--- src/rtl/filter_mode_controller.sv ---
`default_nettype none
// +--------------------------------------------------------------------------+
// | filter_mode_controller: debounced key-driven filter mode select + LCD req  |
// | Revision: 1.0                                                              |
// +--------------------------------------------------------------------------+
module filter_mode_controller #(
  parameter int NUM_MODES       = 4,
  parameter int DEBOUNCE_CYCLES = 250000,
  parameter int REPEAT_DELAY    = 25000000,
  parameter int REPEAT_PERIOD   = 10000000,
  localparam int MODE_W         = $clog2(NUM_MODES)
) (
  input  logic              clk,
  input  logic              rst_n,
  input  logic [3:0]        KEY,
  output logic [MODE_W-1:0] filter_type,
  output logic              mode_changed,
  output logic              locked,
  output logic              lcd_req,
  output logic [MODE_W-1:0] lcd_mode,
  input  logic              lcd_ack
);

  localparam int CW = $clog2(DEBOUNCE_CYCLES + 1);
  localparam int RPT_MAX = (REPEAT_DELAY > REPEAT_PERIOD) ? REPEAT_DELAY : REPEAT_PERIOD;
  localparam int RW = $clog2(RPT_MAX + 1);
  localparam logic [CW-1:0]     c_DEB_LAST = CW'(DEBOUNCE_CYCLES - 1);
  localparam logic [RW-1:0]     c_DELAY    = RW'(REPEAT_DELAY);
  localparam logic [RW-1:0]     c_PERIOD   = RW'(REPEAT_PERIOD);
  localparam logic [MODE_W-1:0] c_MAX_MODE = MODE_W'(NUM_MODES - 1);

  typedef enum logic [1:0] {
    S_INIT   = 2'd0,
    S_REQ    = 2'd1,
    S_RELOAD = 2'd2,
    S_IDLE   = 2'd3
  } state_t;

  logic [3:0] r_sync1, r_sync2;
  logic [3:0] w_deb, w_deb_q, w_press;
  logic [1:0] w_evt;

  always_ff @(posedge clk or negedge rst_n) begin
    if (!rst_n) begin
      r_sync1 <= 4'hF;
      r_sync2 <= 4'hF;
    end else begin
      r_sync1 <= KEY;
      r_sync2 <= r_sync1;
    end
  end

  assign w_press = w_deb_q & ~w_deb;

  for (genvar k = 0; k < 4; k++) begin : g_key
    logic          r_deb, r_deb_q;
    logic [CW-1:0] r_cnt;

    always_ff @(posedge clk or negedge rst_n) begin
      if (!rst_n) begin
        r_deb   <= 1'b1;
        r_deb_q <= 1'b1;
        r_cnt   <= '0;
      end else begin
        r_deb_q <= r_deb;
        if (r_sync2[k] != r_deb) begin
          if (r_cnt == c_DEB_LAST) begin
            r_deb <= r_sync2[k];
            r_cnt <= '0;
          end else begin
            r_cnt <= r_cnt + 1'b1;
          end
        end else begin
          r_cnt <= '0;
        end
      end
    end

    assign w_deb[k]   = r_deb;
    assign w_deb_q[k] = r_deb_q;
  end

  // r_rcnt holds the number of cycles since the last (real or repeated) press
  for (genvar k = 0; k < 2; k++) begin : g_rpt
    logic          r_first;
    logic [RW-1:0] r_rcnt;
    logic          w_held, w_fire;

    assign w_held   = ~w_deb[k] & ~w_deb_q[k];
    assign w_fire   = w_held & (r_first ? (r_rcnt == c_DELAY) : (r_rcnt == c_PERIOD));
    assign w_evt[k] = w_press[k] | w_fire;

    always_ff @(posedge clk or negedge rst_n) begin
      if (!rst_n) begin
        r_first <= 1'b0;
        r_rcnt  <= '0;
      end else if (w_press[k]) begin
        r_first <= 1'b1;
        r_rcnt  <= RW'(1);
      end else if (w_held) begin
        if (w_fire) begin
          r_first <= 1'b0;
          r_rcnt  <= RW'(1);
        end else begin
          r_rcnt  <= r_rcnt + 1'b1;
        end
      end else begin
        r_first <= 1'b0;
        r_rcnt  <= '0;
      end
    end
  end

  logic [MODE_W-1:0] r_filter_type, w_ft_nxt;
  logic              r_mode_changed, r_locked, w_lock_nxt;

  always_comb begin
    w_ft_nxt   = r_filter_type;
    w_lock_nxt = r_locked;
    if (w_press[2]) begin
      w_ft_nxt = '0;
    end else if (w_press[3]) begin
      w_lock_nxt = ~r_locked;
    end else if (!r_locked && (w_evt[0] ^ w_evt[1])) begin
      if (w_evt[0]) begin
        w_ft_nxt = (r_filter_type == c_MAX_MODE) ? '0 : r_filter_type + 1'b1;
      end else begin
        w_ft_nxt = (r_filter_type == '0) ? c_MAX_MODE : r_filter_type - 1'b1;
      end
    end
  end

  always_ff @(posedge clk or negedge rst_n) begin
    if (!rst_n) begin
      r_filter_type  <= '0;
      r_mode_changed <= 1'b0;
      r_locked       <= 1'b0;
    end else begin
      r_filter_type  <= w_ft_nxt;
      r_mode_changed <= (w_ft_nxt != r_filter_type);
      r_locked       <= w_lock_nxt;
    end
  end

  state_t            r_state, w_state_nxt;
  logic              r_lcd_req, w_req_nxt, r_pending, w_pend_nxt;
  logic [MODE_W-1:0] r_lcd_mode, w_lmode_nxt;

  always_ff @(posedge clk or negedge rst_n) begin
    if (!rst_n) begin
      r_state    <= S_INIT;
      r_lcd_req  <= 1'b0;
      r_lcd_mode <= '0;
      r_pending  <= 1'b0;
    end else begin
      r_state    <= w_state_nxt;
      r_lcd_req  <= w_req_nxt;
      r_lcd_mode <= w_lmode_nxt;
      r_pending  <= w_pend_nxt;
    end
  end

  // A change arriving in the ack cycle is folded into the follow-up request
  always_comb begin
    w_state_nxt = r_state;
    w_req_nxt   = r_lcd_req;
    w_lmode_nxt = r_lcd_mode;
    w_pend_nxt  = r_pending;
    case (r_state)
      S_INIT: begin
        w_lmode_nxt = '0;
        w_req_nxt   = 1'b1;
        w_pend_nxt  = 1'b0;
        w_state_nxt = S_REQ;
      end
      S_REQ: begin
        if (lcd_ack) begin
          w_req_nxt = 1'b0;
          if (r_pending || r_mode_changed) begin
            w_lmode_nxt = r_filter_type;
            w_pend_nxt  = 1'b0;
            w_state_nxt = S_RELOAD;
          end else begin
            w_state_nxt = S_IDLE;
          end
        end else if (r_mode_changed) begin
          w_pend_nxt = 1'b1;
        end
      end
      S_RELOAD: begin
        w_lmode_nxt = r_filter_type;
        w_req_nxt   = 1'b1;
        w_state_nxt = S_REQ;
      end
      S_IDLE: begin
        if (r_mode_changed) begin
          w_lmode_nxt = r_filter_type;
          w_req_nxt   = 1'b1;
          w_state_nxt = S_REQ;
        end
      end
      default: begin
        w_state_nxt = S_INIT;
      end
    endcase
  end

  assign filter_type  = r_filter_type;
  assign mode_changed = r_mode_changed;
  assign locked       = r_locked;
  assign lcd_req      = r_lcd_req;
  assign lcd_mode     = r_lcd_mode;

endmodule
`default_nettype wire

--- config.mk ---
export PLATFORM = sky130hd
export DESIGN_NAME = filter_mode_controller
export DESIGN_NICKNAME = d
export VERILOG_FILES = /design/src/rtl/filter_mode_controller.sv
export SDC_FILE = /design/constraint.sdc
export NUM_CORES = 1
export LEC_CHECK = 0
export CAP_MARGIN = 10
export CORE_UTILIZATION = 62
export DETAILED_ROUTE_END_ITERATION = 6
export HOLD_SLACK_MARGIN = 0.15
export PLACE_DENSITY = 0.86
export SETUP_SLACK_MARGIN = 0.4
export SLEW_MARGIN = 30
export SYNTH_ARGS = -nofsm -noshare
export SYNTH_HDL_FRONTEND = slang
export SYNTH_SLANG_ARGS = --single-unit
--- constraint.sdc ---
create_clock -name clk -period 2.35 [get_ports clk]
set_input_delay 0.235 -clock clk [delete_from_list [all_inputs] [get_ports clk]]
set_output_delay 0.235 -clock clk [all_outputs]
set_load 0.05 [all_outputs]
==> summary.md <==
| Metric | Value |
|---|---|
| Count of pins over their slew limit | 0 |
| Switching Share | 0.231 |
| Status | finished, final reports clean |
| Critical Path Sink | filter_type[0]$_DFF_PN0_ |
| #FFs+latches synth | 150 |
| Hold Violations, Final | 0 |
| Total core area | 11400 um^2 |
| Worst EP required | 2660 ps |
| Max transition margin | 0.617 |
| Setup CP Type | reg2reg |
| DR top layer | met4 |
| Synth area leaders | dfrtp_1, nor2_1, xor2_1, xnor2_1, dfstp_2 |
| Comb pwr share | 0.032 |
| Site Rows | 39 |
| Antenna violations before repair | 0 |
| Fmax | 426 MHz |
| Post-synth top cells | nor2_1, dfrtp_1, nand3_1, xor2_1, xnor2_1 |
| Synthesized Nets | 751 |
| Most used DFF post-synth | dfrtp_1 |
| Clk_lat worst skew | 420 ps |
| Die area | 12200 um^2 |
| Psw | 1.24 mW |
| RSZ-0062 raised after global routing | yes |
| Placement Cell Area | 7640 um^2 |
| Final worst slack | 0.402 ps |
| WL met2 | 8540 um |
| Setup crit start kind | flip-flop |
| Mux contribution to synthesized area | 0.00617 |
| Vias | 5744 |
| Worst Tran Pin Value | 570 ps |
| Period utilization | 1.00 |
| R2R setup slack | 0.4 ps |
| Post-route DRC violation count | 0 |
| WHS | 213 ps |
| Fin crit period | 2350 ps |
| Total power | 5.38 mW |
| Antenna Nets Post-Route | 0 |
| Crit path from | g_rpt[0].r_rcnt[16]$_DFF_PN0_ |
| Cell taking the most area after synthesis | dfrtp_1 |
| Global-route wire length before repair | 26500 um |
| Worst-path clk slew | 60 ps |
| Main combinational cell family by area after synthesis | simple AND/OR/NAND/NOR gates |
| CTS Sinks | 150 |
| Largest net degree at the start of global routing | 57 |
| DR iter-0 viols | 420 |
| IO Pins | 14 |
| # port buffers | 13 |
| Share of cells above drive strength 1 | 0.192 |
| ANT cells | 0 |
| Die width | 110 um |
| Synth Area in XOR/XNOR | 0.127 |
| Ys async rst share | 1.00 |
| Vias per cell | 6.02 |
| Post-synth top area share | 0.460 |
| Most frequent cell after synthesis | nor2_1 |
| Synth-to-Final Area Change | 19.2% |
| Seq/Total Area, Yosys | 0.517 |
| HPWL Detailed | 9590 um |
| Worst reg2reg path endpoint | filter_type[0]$_DFF_PN0_ |
| Max-Cap Viols | 0 |
| RePlAce Congestion | 0.853 |
| H-tree depth | 4 |
| Number of buffers created by CTS | 17 |
| Root Buffer Master | clkbuf_16 |
| M1 WL | 6660 um |
| Peak supply drop | 913 uV |
| GRT overflow | 0 |
| Worst Hold Class | in2reg |
| Unique masters post-synth | 55 |
| Adder-Cell Fraction of Synth Area | 0.0171 |
| Post-Route WL | 16300 um |
| R2R depth | 8 |
| EDFF count, synth | 0 |
| Worst slack at placement | 59.8 ps |
| Internal | 4.14 mW |
| Skew final | 9.08 ps |
| Mean Syn Cell Area | 9.94 um^2 |
| Clk pwr share | 0.476 |
| R2r startpoint | g_rpt[0].r_rcnt[16]$_DFF_PN0_ |
| Vias in the first global route | 5658 |
| Met3 WL post-DR | 799 um |
| Compound-Gate Fraction of Synth Area | 0.0607 |
| Final #Nets | 815 |
| Simple-Gate Fraction of Synth Area | 0.247 |
| Initial cell density of the core | 0.639 |
| Final Instance Area | 8690 um^2 |
| Seq pwr share | 0.492 |
| FILL cells | 679 |
| LEAKAGE | 3.71 nW |
| Worst endpoint data arrival time | 2660 ps |
| TritonRoute pass-1 iters | 5 |
| Setup violations, final | 0 |
| CTS tree | yes |
| DR WL/cell | 17.1 um |
| Pwr dens | 619 nW/um^2 |
| Synth warn | 0 |
| Crit-path max FO | 5 |
| CTS Buffer Depth | 2 |
| GRT Resource Usage Total | 0.270 |
| CP Capture Type | flip-flop |
| Hold_sp | KEY[3] |
| Die height | 110 um |
| Synth Instances | 734 |
| Mapped Area | 7300 um^2 |
-- timing repair --
item                       CTS  global route
setup buffers               16            11
setup endpoints to repair   90            98
hold endpoints to repair    53             0
cloned                       5             3
pin swaps                    9            15
gates resized for setup     22            47
hold buffers                 1             0
-- worst min path at each step --
stage                                              end  depth (start not counted)
after floorplan               filter_type[0]$_DFF_PN0_                          0
after global placement    g_rpt[0].r_rcnt[9]$_DFF_PN0_                          1
after detailed placement  g_rpt[0].r_rcnt[9]$_DFF_PN0_                          1
after CTS                         r_sync1[3]$_DFF_PN1_                          1
after global routing              r_sync1[2]$_DFF_PN1_                          1
final                             r_sync1[3]$_DFF_PN1_                          1
-- final cells by class --
| type | instances | area (um^2) | area share |
|---|---|---|---|
| Clock buffer | 18 | 429 | 0.0494 |
| Clock inverter | 14 | 126 | 0.0145 |
| Inverter | 28 | 105 | 0.0121 |
| Multi-Input combinational cell | 546 | 3590 | 0.413 |
| Sequential cell | 150 | 3780 | 0.435 |
| Tap cell | 143 | 179 | 0.0206 |
| Timing Repair Buffer | 55 | 483 | 0.0556 |
-- placed cells by master (no fill, tap or decap), types with 4 or more instances in the layout --
master             n
clkdlybuf4s50_1    8
a31oi_1            4
nor4b_2            4
or3_1              9
nor2_4             4
inv_1             28
dlygate4sd2_1      4
clkbuf_16         17
o21ai_0           14
o211ai_1           5
clkinv_2           4
a21oi_1           12
dfrtp_1          130
nand2_1           35
nand3_1           53
mux2_2             4
and3_1            18
nand2b_1           7
inv_6              4
or3_4              5
dfstp_2           16
xnor2_1           52
nor4b_1           11
xor2_1            54
nand4_1           27
nor4_1             6
nor2_1           129
and4_1             4
nor2_2            12
ha_1               8
dfrtp_2            4
nor3_1            12
buf_6              8
nor2b_1            5
buf_4             33
-- per-layer routing --
| layer | global-route usage | up-vias |
|---|---|---|
| met4 | 0.0969 | 0 |
| met5 | 0 | - |
| li1 | - | 2666 |
| met2 | 0.466 | 185 |
| met1 | 0.333 | 2845 |
| met3 | 0.0604 | 48 |
-- state kept, by name, summed over array words and instances (netlist names) --
| register | flops |
|---|---|
| g_rpt.r_first | 2 |
| r_pending | 1 |
| lcd_req | 1 |
| g_key.r_cnt | 72 |
| mode_changed | 1 |
| r_sync2 | 4 |
| g_key.r_deb | 4 |
| filter_type | 2 |
| r_sync1 | 4 |
| g_rpt.r_rcnt | 50 |
| r_state | 2 |
| g_key.r_deb_q | 4 |
| lcd_mode | 2 |
| locked | 1 |
-- logic make-up (layout without fill, tap and decap cells) --
family,after synthesis,after routing
buf+inv,43,115
compound gates,58,58
mux,4,4
xor+xnor,106,106
simple gates,363,368
fa+ha+maj,10,10
flops,150,150
-- power by group through the flow --
stage | combinational [mW] | sequential (mW) | clock [mW]
after global placement | 0.154 | 2.69 | 0
after CTS | 0.167 | 2.65 | 2.60
final | 0.173 | 2.65 | 2.56
after floorplan | 0.0607 | 2.70 | 0
after global routing | 0.195 | 2.65 | 2.71
after detailed placement | 0.161 | 2.69 | 0
-- worst max-delay path: stages (launching register included) --
cell and delay, ps:
dfrtp_1 430, buf_4 160, nor4b_2 270, nand4_1 260, a221oi_4 420, buf_4 180, a2111oi_2 30, o211a_1 240
a311oi_2 230
-- through the flow --
step,cells,setup TNS (ps),utilization
floorplan,734,0,-
global placement,886,0,0.669
detailed placement,886,0,0.669
CTS,940,0,0.738
global route,954,-101,0.761
finish,954,0,0.761
Power figures use the tool's default switching activity.
